===== config.mk =====
export PLATFORM = sky130hd
export DESIGN_NAME = display_mode_controller_flat
export DESIGN_NICKNAME = d
export VERILOG_FILES = /design/src/rtl/display_mode_controller_if.sv /design/src/rtl/display_mode_controller.sv /design/src/flat_wrapper.sv
export SDC_FILE = /design/constraint.sdc
export NUM_CORES = 1
export LEC_CHECK = 0
export BUFFER_PORTS_ARGS = -buffer_cell sky130_fd_sc_hd__buf_2
export CORE_ASPECT_RATIO = 2
export CORE_MARGIN = 2
export CORE_UTILIZATION = 52
export DETAILED_ROUTE_END_ITERATION = 8
export PLACE_DENSITY = 0.86
export SETUP_SLACK_MARGIN = 0.3
export SYNTH_ARGS = -nofsm -noshare
export SYNTH_HDL_FRONTEND = slang
export SYNTH_SLANG_ARGS = --single-unit

===== constraint.sdc =====
create_clock -name clk -period 2.1 [get_ports clk]
set_clock_uncertainty 0.15 [all_clocks]
set_input_delay 0.42 -clock clk [delete_from_list [all_inputs] [get_ports clk]]
set_output_delay 0.42 -clock clk [all_outputs]
set_load 0.05 [all_outputs]

===== src/rtl/display_mode_controller_if.sv =====
// ---------------------------------------------------------------------------
// display_mode_controller_if
// Purpose : groups the button pulses, the timekeeper's current time and the
//           controller's display/setup outputs into one bundle.
// Signals : btn_set/btn_mode/btn_next/btn_inc  one-cycle debounced pulses
//           cur_hu/cur_hl/cur_mu/cur_ml        current BCD time (4 bits each)
//           mode[1:0], location[1:0]           display mode, edited digit
//           set_hu/set_hl/set_mu/set_ml        edited BCD digits
//           load_time, blink_on, scan_tick     strobes and blink phase
// Modports: master = button/timekeeper side, slave = the controller.
// ---------------------------------------------------------------------------
interface display_mode_controller_if;
  logic       btn_set;
  logic       btn_mode;
  logic       btn_next;
  logic       btn_inc;
  logic [3:0] cur_hu;
  logic [3:0] cur_hl;
  logic [3:0] cur_mu;
  logic [3:0] cur_ml;
  logic [1:0] mode;
  logic [1:0] location;
  logic [3:0] set_hu;
  logic [3:0] set_hl;
  logic [3:0] set_mu;
  logic [3:0] set_ml;
  logic       load_time;
  logic       blink_on;
  logic       scan_tick;

  modport master (
    output btn_set, btn_mode, btn_next, btn_inc,
    output cur_hu, cur_hl, cur_mu, cur_ml,
    input  mode, location, set_hu, set_hl, set_mu, set_ml,
    input  load_time, blink_on, scan_tick
  );

  modport slave (
    input  btn_set, btn_mode, btn_next, btn_inc,
    input  cur_hu, cur_hl, cur_mu, cur_ml,
    output mode, location, set_hu, set_hl, set_mu, set_ml,
    output load_time, blink_on, scan_tick
  );
endinterface


===== src/rtl/display_mode_controller.sv =====
// ---------------------------------------------------------------------------
// display_mode_controller
// Purpose : run/setup mode sequencing for the seven-segment clock display,
//           BCD time editing with range limits, digit-scan tick, blink phase
//           and the one-cycle load strobe to the timekeeper on commit.
// Ports   : clk    system clock
//           rst_n  asynchronous active-low reset
//           bus    display_mode_controller_if.slave (buttons, cur_*, outputs)
// Params  : SCAN_DIV      clk cycles between scan_tick pulses
//           BLINK_DIV     clk cycles per blink half-period
//           TIMEOUT_HALF  idle blink half-periods before auto-exit
// Option  : DISPLAY_MODE_CONTROLLER_AUTO_EXIT_EN -- when defined, SETUP is
//           abandoned (no load) after TIMEOUT_HALF idle blink half-periods.
//
// state      | meaning
// -----------+---------------------------------------------------------
// ST_SETUP   | editing set_* digits, location selects the blinking digit
// ST_TIME24  | run, 24-hour display
// ST_SECONDS | run, seconds display
// ST_TIME12  | run, 12-hour display
// ---------------------------------------------------------------------------
module display_mode_controller #(
  parameter int SCAN_DIV     = 50000,
  parameter int BLINK_DIV    = 25000000,
  parameter int TIMEOUT_HALF = 20
) (
  input  logic                          clk,
  input  logic                          rst_n,
  display_mode_controller_if.slave      bus
);

  localparam int SCAN_W  = (SCAN_DIV  > 1) ? $clog2(SCAN_DIV)  : 1;
  localparam int BLINK_W = (BLINK_DIV > 1) ? $clog2(BLINK_DIV) : 1;
  localparam logic [SCAN_W-1:0]  SCAN_LAST  = SCAN_W'(SCAN_DIV - 1);
  localparam logic [BLINK_W-1:0] BLINK_LAST = BLINK_W'(BLINK_DIV - 1);

  // Encoding doubles as the mode output value.
  typedef enum logic [1:0] {
    ST_SETUP   = 2'b00,
    ST_TIME24  = 2'b01,
    ST_SECONDS = 2'b10,
    ST_TIME12  = 2'b11
  } state_t;

  state_t               r_state;
  state_t               r_saved;
  logic [1:0]           r_location;
  logic [3:0]           r_set_hu;
  logic [3:0]           r_set_hl;
  logic [3:0]           r_set_mu;
  logic [3:0]           r_set_ml;
  logic                 r_load_time;
  logic [BLINK_W-1:0]   r_blink_cnt;
  logic                 r_blink_on;
  logic [SCAN_W-1:0]    r_scan_cnt;
  logic                 r_scan_tick;

`ifdef DISPLAY_MODE_CONTROLLER_AUTO_EXIT_EN
  localparam int IDLE_W = (TIMEOUT_HALF > 1) ? $clog2(TIMEOUT_HALF + 1) : 1;
  localparam logic [IDLE_W-1:0] IDLE_LAST = IDLE_W'(TIMEOUT_HALF - 1);
  logic [IDLE_W-1:0]    r_idle_cnt;
`endif

  state_t               w_run_next;
  logic                 w_scan_wrap;
  logic                 w_blink_wrap;
  logic                 w_edit;
  logic [3:0]           w_hl_limit;
  logic [3:0]           w_hu_inc;
  logic [3:0]           w_hl_inc;
  logic [3:0]           w_mu_inc;
  logic [3:0]           w_ml_inc;
  logic [3:0]           w_hl_after_hu;

  always_comb begin
    w_scan_wrap  = (r_scan_cnt == SCAN_LAST);
    w_blink_wrap = (r_blink_cnt == BLINK_LAST);
    // btn_mode outranks next/inc even though it does nothing in SETUP.
    w_edit       = !bus.btn_mode && (bus.btn_next || bus.btn_inc);

    w_run_next = ST_TIME24;
    case (r_state)
      ST_TIME24:  w_run_next = ST_SECONDS;
      ST_SECONDS: w_run_next = ST_TIME12;
      default:    w_run_next = ST_TIME24;
    endcase

    // ">=" also recovers gracefully from an out-of-range loaded digit.
    w_hl_limit    = (r_set_hu == 4'd2) ? 4'd3 : 4'd9;
    w_hu_inc      = (r_set_hu >= 4'd2) ? 4'd0 : r_set_hu + 4'd1;
    w_hl_inc      = (r_set_hl >= w_hl_limit) ? 4'd0 : r_set_hl + 4'd1;
    w_mu_inc      = (r_set_mu >= 4'd5) ? 4'd0 : r_set_mu + 4'd1;
    w_ml_inc      = (r_set_ml >= 4'd9) ? 4'd0 : r_set_ml + 4'd1;
    // Stepping hours into the 20s must not leave an illegal 24..29.
    w_hl_after_hu = ((w_hu_inc == 4'd2) && (r_set_hl > 4'd3)) ? 4'd3 : r_set_hl;
  end

  always_ff @(posedge clk or negedge rst_n) begin
    if (!rst_n) begin
      r_state     <= ST_TIME24;
      r_saved     <= ST_TIME24;
      r_location  <= 2'd0;
      r_set_hu    <= 4'd0;
      r_set_hl    <= 4'd0;
      r_set_mu    <= 4'd0;
      r_set_ml    <= 4'd0;
      r_load_time <= 1'b0;
      r_blink_cnt <= '0;
      r_blink_on  <= 1'b1;
      r_scan_cnt  <= '0;
      r_scan_tick <= 1'b0;
`ifdef DISPLAY_MODE_CONTROLLER_AUTO_EXIT_EN
      r_idle_cnt  <= '0;
`endif
    end else begin
      r_load_time <= 1'b0;

      if (w_scan_wrap) begin
        r_scan_cnt  <= '0;
        r_scan_tick <= 1'b1;
      end else begin
        r_scan_cnt  <= r_scan_cnt + SCAN_W'(1);
        r_scan_tick <= 1'b0;
      end

      // Free-running; the edit/entry paths below override with a restart.
      if (w_blink_wrap) begin
        r_blink_cnt <= '0;
        r_blink_on  <= ~r_blink_on;
      end else begin
        r_blink_cnt <= r_blink_cnt + BLINK_W'(1);
      end

      case (r_state)
        ST_SETUP: begin
          if (bus.btn_set) begin
            r_state     <= r_saved;
            r_location  <= 2'd0;
            r_load_time <= 1'b1;
          end else if (w_edit) begin
            r_blink_cnt <= '0;
            r_blink_on  <= 1'b1;
`ifdef DISPLAY_MODE_CONTROLLER_AUTO_EXIT_EN
            r_idle_cnt  <= '0;
`endif
            if (bus.btn_next) begin
              r_location <= r_location + 2'd1;
            end else begin
              case (r_location)
                2'd0: begin
                  r_set_hu <= w_hu_inc;
                  r_set_hl <= w_hl_after_hu;
                end
                2'd1:    r_set_hl <= w_hl_inc;
                2'd2:    r_set_mu <= w_mu_inc;
                default: r_set_ml <= w_ml_inc;
              endcase
            end
          end
`ifdef DISPLAY_MODE_CONTROLLER_AUTO_EXIT_EN
          else if (w_blink_wrap) begin
            if (r_idle_cnt == IDLE_LAST) begin
              r_state    <= r_saved;
              r_location <= 2'd0;
            end else begin
              r_idle_cnt <= r_idle_cnt + IDLE_W'(1);
            end
          end
`endif
        end
        default: begin
          if (bus.btn_set) begin
            r_saved     <= r_state;
            r_state     <= ST_SETUP;
            r_location  <= 2'd0;
            r_set_hu    <= bus.cur_hu;
            r_set_hl    <= bus.cur_hl;
            r_set_mu    <= bus.cur_mu;
            r_set_ml    <= bus.cur_ml;
            r_blink_cnt <= '0;
            r_blink_on  <= 1'b1;
`ifdef DISPLAY_MODE_CONTROLLER_AUTO_EXIT_EN
            r_idle_cnt  <= '0;
`endif
          end else if (bus.btn_mode) begin
            r_state <= w_run_next;
          end
        end
      endcase
    end
  end

  assign bus.mode      = r_state;
  assign bus.location  = r_location;
  assign bus.set_hu    = r_set_hu;
  assign bus.set_hl    = r_set_hl;
  assign bus.set_mu    = r_set_mu;
  assign bus.set_ml    = r_set_ml;
  assign bus.load_time = r_load_time;
  assign bus.blink_on  = r_blink_on;
  assign bus.scan_tick = r_scan_tick;

endmodule

===== src/flat_wrapper.sv =====
// flat-port wrapper written by rule: the top's interface ports become plain ports
module display_mode_controller_flat 
#(
  parameter int SCAN_DIV     = 50000,
  parameter int BLINK_DIV    = 25000000,
  parameter int TIMEOUT_HALF = 20
)
  (clk, rst_n, bus_btn_set, bus_btn_mode, bus_btn_next, bus_btn_inc, bus_cur_hu, bus_cur_hl, bus_cur_mu, bus_cur_ml, bus_mode, bus_location, bus_set_hu, bus_set_hl, bus_set_mu, bus_set_ml, bus_load_time, bus_blink_on, bus_scan_tick);
  display_mode_controller_if bus_i ();
  input  logic clk;
  input  logic rst_n;
  input wire logic [$bits(bus_i.btn_set)-1:0] bus_btn_set;
  input wire logic [$bits(bus_i.btn_mode)-1:0] bus_btn_mode;
  input wire logic [$bits(bus_i.btn_next)-1:0] bus_btn_next;
  input wire logic [$bits(bus_i.btn_inc)-1:0] bus_btn_inc;
  input wire logic [$bits(bus_i.cur_hu)-1:0] bus_cur_hu;
  input wire logic [$bits(bus_i.cur_hl)-1:0] bus_cur_hl;
  input wire logic [$bits(bus_i.cur_mu)-1:0] bus_cur_mu;
  input wire logic [$bits(bus_i.cur_ml)-1:0] bus_cur_ml;
  output wire logic [$bits(bus_i.mode)-1:0] bus_mode;
  output wire logic [$bits(bus_i.location)-1:0] bus_location;
  output wire logic [$bits(bus_i.set_hu)-1:0] bus_set_hu;
  output wire logic [$bits(bus_i.set_hl)-1:0] bus_set_hl;
  output wire logic [$bits(bus_i.set_mu)-1:0] bus_set_mu;
  output wire logic [$bits(bus_i.set_ml)-1:0] bus_set_ml;
  output wire logic [$bits(bus_i.load_time)-1:0] bus_load_time;
  output wire logic [$bits(bus_i.blink_on)-1:0] bus_blink_on;
  output wire logic [$bits(bus_i.scan_tick)-1:0] bus_scan_tick;
  assign bus_i.btn_set = bus_btn_set;
  assign bus_i.btn_mode = bus_btn_mode;
  assign bus_i.btn_next = bus_btn_next;
  assign bus_i.btn_inc = bus_btn_inc;
  assign bus_i.cur_hu = bus_cur_hu;
  assign bus_i.cur_hl = bus_cur_hl;
  assign bus_i.cur_mu = bus_cur_mu;
  assign bus_i.cur_ml = bus_cur_ml;
  assign bus_mode = bus_i.mode;
  assign bus_location = bus_i.location;
  assign bus_set_hu = bus_i.set_hu;
  assign bus_set_hl = bus_i.set_hl;
  assign bus_set_mu = bus_i.set_mu;
  assign bus_set_ml = bus_i.set_ml;
  assign bus_load_time = bus_i.load_time;
  assign bus_blink_on = bus_i.blink_on;
  assign bus_scan_tick = bus_i.scan_tick;
  display_mode_controller #(.SCAN_DIV(SCAN_DIV), .BLINK_DIV(BLINK_DIV), .TIMEOUT_HALF(TIMEOUT_HALF)) u_core (.clk(clk), .rst_n(rst_n), .bus(bus_i));
endmodule

==> flow_metrics.tcl <==
set metrics [dict create \
    worstSetupEndpointType "flop" \
    finalNonFillerCells 556 \
    global_route.usage.total_pct 30.0 \
    mean_instance_size_in_the_synthesized_netlist_um2 10.0 \
    antenna_found_initial 0 \
    avgRoutedWirePerCell_um 24.0 \
    die_w_um 62.8 \
    crit_arrival_ns 2.30 \
    layout_cell_share_with_drive_strength_beyond_1_pct 45.7 \
    highest_ir_drop_seen_on_vdd_v 0.000858 \
    yosysTopAreaCell "dfrtp_1" \
    power.density_nw_per_um2 1340 \
    wire_length_of_the_first_global_routing_pass_mm 17.3 \
    report.final.slew_viol_count 0 \
    detailroute.wirelength.met2_mm 6.98 \
    postSynth.asyncResetShare_pct 100 \
    synth_top_family_by_area "simple AND/OR/NAND/NOR gates" \
    failed_checks "setup timing" \
    layout_worst_path_cycle_share_pct 106 \
    yosys_register_bits 66 \
    setup_repair_after_global_routing_missed_its_margin "true" \
    routabilityCongestion 0.825 \
    top_level_ports 45 \
    path_max_fanout 4 \
    cts_root_cell "clkbuf_16" \
    detailedPlacementHpwl_mm 5.87 \
    drv_cap 0 \
    clk_transition_reported_paths_ns 0.06 \
    preCtsSetupSlack_ns -0.113 \
    worst_skew_pair.late_latency_ns 0.35 \
    worstReg2RegEnd "u_core.bus.set_hu[2]" \
    mappedNetlistNets 400 \
    worstHoldStart "bus_cur_hu[3]" \
    finalHoldViolCount 0 \
    cts_max_path_buffers 2 \
    start_util_pct 53.9 \
    total_leakage_power_uw 0.00239 \
    top_layer "met4" \
    met1_length_mm 4.29 \
    antenna_violating_nets_post_route 0 \
    design_power_total_uw 7060 \
    timing.critical_path.from_type "flop" \
    tns_ns -0.419 \
    min_delay_path_depth 2 \
    clock_sinks 66 \
    die_area_um2 7640 \
    worst-endpoint-required_ns 2.18 \
    register_to_register_path_depth 8 \
    post_synth_inst_count 359 \
    via_count_normalized_by_instance_count 6.40 \
    amount_of_wire_on_met3_after_detailed_routing_um 992 \
    postRouteWirelength_mm 13.4 \
    num_rows 42 \
    clock.fmax_ghz 0.451 \
    number_of_placed_instances_taps_included 502 \
    synth_top_cell_area_share_pct 43.8 \
    max_slew.worst_pin.slew_ns 0.521 \
    initialDrtViolationCount 434 \
    gr-total-overflow 0 \
    yosys-mux-area-fraction_pct 2.05 \
    drt_drc_violations_left 0 \
    fp.dieH_um 122 \
    yosys-top-cells-area "dfrtp_1 44%, ha_1 6.6%, xor2_1 6.1%" \
    number_of_global_route_vias_before_repair 3494 \
    tritoncts.num_buffers 9 \
    syn_to_final_growth_pct 46.9 \
    insertedDiodeCount 0 \
    flop2flop_setup_slack_ns -0.12 \
    drt_first_pass_iters 5 \
    xor_xnor_cell_area_share_of_the_yosys_netlist_pct 9.01 \
    routed-via-count 3556 \
    status "finished, violations left" \
    cts_htree_levels 3 \
    share_of_the_synthesized_area_in_compound_gates_ao_oa_aoi_oai_pct 9.74 \
    port-buffer-count 44 \
    hold-worst-slack_ns 0.190 \
    synthesis.yosys.warnings 0 \
    design.final.nets 504 \
    layout_setup_ws_ns -0.116 \
    grt_max_degree 67 \
    hold_path_class "input pin to flop" \
    slew_headroom_pct 65.2 \
    arithmetic_cell_share_of_the_synthesized_area_counting_full_adders_half_adders_and_majority_gates_pct 6.61 \
    cts_tree "built" \
    launching_point_of_the_worst_reg2reg_path "u_core.bus.mode[1]" \
    synth.distinct_cells 54 \
    synth-edff-count 0 \
    final_period_minus_worst_setup_slack_ns 2.22 \
    synth.yosys.seq_area_share_pct 46.0 \
    coreArea_um2 6670 \
    basic_gate_share_of_the_synthesized_area_counting_and_or_nand_and_nor_cells_pct 22.1 \
    worst_hold_path.endpoint "u_core.bus.set_hu[3]" \
    report.final.setup_viol 7 \
    post_synth_instance_area_um2 3600 \
    criticalPathCategory "flop to flop" \
    ys_dominant_reg_cell "dfrtp_1" \
]
## registers in the layout, indices dropped and copies added, names as in the netlist
register              flops
u_core.r_blink_cnt       25
u_core.r_scan_cnt        16
u_core.bus.set_hl         4
u_core.bus.set_hu         4
u_core.bus.set_ml         4
u_core.bus.set_mu         4
u_core.bus.location       2
u_core.bus.mode           2
u_core.r_saved            2
u_core.bus.blink_on       1
u_core.bus.load_time      1
u_core.bus.scan_tick      1
## report_power, final
part           internal [uW]  total (uW)  switching, uW
logic                   1440        3620           2180
clock network           1070        1640            563
registers               1510        1800            288
## cell usage in the layout, fill, tap and decap left out, types with 4 or more instances in the layout
| cell type | count |
|---|---|
| nor2b_1 | 4 |
| buf_12 | 4 |
| mux2i_1 | 4 |
| buf_2 | 43 |
| nor2_2 | 5 |
| ha_1 | 12 |
| nor2_1 | 19 |
| clkbuf_16 | 9 |
| nor3_2 | 4 |
| buf_6 | 13 |
| nor3_1 | 4 |
| dfrtp_1 | 57 |
| nand4_1 | 9 |
| buf_4 | 37 |
| and3_1 | 5 |
| xnor2_1 | 11 |
| nand3_1 | 19 |
| nand2_1 | 19 |
| inv_1 | 18 |
| xor2_1 | 25 |
| o21ai_1 | 9 |
| clkbuf_1 | 4 |
| a21oi_1 | 9 |
| dfrtp_2 | 6 |
| nor2_4 | 25 |
| ha_4 | 4 |
## area by class of cell
| type | instances | area [um^2] |
|---|---|---|
| Clock inverter | 2 | 60.1 |
| Fill cell | 344 | 1390 |
| Sequential cell | 66 | 1670 |
| Tap cell | 88 | 110 |
| Clock buffer | 14 | 254 |
| Multi-Input combinational cell | 262 | 2280 |
| Timing Repair Buffer | 102 | 827 |
| Inverter | 22 | 90.1 |
## repair_timing
action | in CTS | in global routing
pin swaps | 25 | 30
buffers inserted | 14 | 20
setup endpoints to repair | 45 | 49
gates resized for setup | 84 | 49
cloned | 3 | 0
endpoints found under the hold margin | 63 | 0
hold buffers | 1 | 0
## logic make-up after synthesis
| kind of cell | after synthesis |
|---|---|
| xor+xnor | 37 |
| mux | 7 |
| buf+inv | 31 |
| flops | 66 |
| fa+ha+maj | 19 |
| simple gates | 147 |
| compound gates | 52 |
## synth_stat cells (5+ instances only)
master and count:
dfrtp_1 63, inv_1 22, xnor2_1 12, o21ai_0 14, nand3_1 19, nand4_1 9
xor2_1 25, nor2_1 49, o22ai_1 7, and3_1 5, nand2_1 23, ha_1 19
nor3_1 7, a21oi_1 14
## through the flow
step           util (%)  cell area, um^2
2_1_floorplan         -             3680
3_3_place_gp       61.5             4100
3_5_place_dp       61.5             4100
4_1_cts            73.8             4930
5_1_grt            79.2             5290
6_report           79.2             5290
## worst max path at each step
stage | start | endpoint
global placement | u_core.bus.mode[0] | u_core.bus.set_ml[2]
global route | u_core.bus.location[1] | u_core.bus.set_hl[3]
CTS | u_core.bus.set_hu[0] | u_core.bus.set_hl[2]
finish | u_core.bus.mode[1] | u_core.bus.set_hu[2]
detailed placement | u_core.bus.set_hu[0] | u_core.bus.set_hl[2]
floorplan | u_core.bus.mode[1] | u_core.bus.set_hu[0]
## critical path: stages, from the launching register on
cell and delay (ns):
dfrtp_2 0.43, inv_4 0.09, ha_4 0.13, or3b_4 0.39, nor3b_4 0.21, buf_6 0.18
a21oi_4 0.09, buf_6 0.16, o21ai_2 0.27
## routing by layer
metal  global-route usage, %  vias to the layer above
met3                    6.83                      101
met2                    56.3                      235
li1                        -                     1459
met5                       0                        -
met4                    21.1                        0
met1                    28.0                     1761
Power figures use the tool's default switching activity.
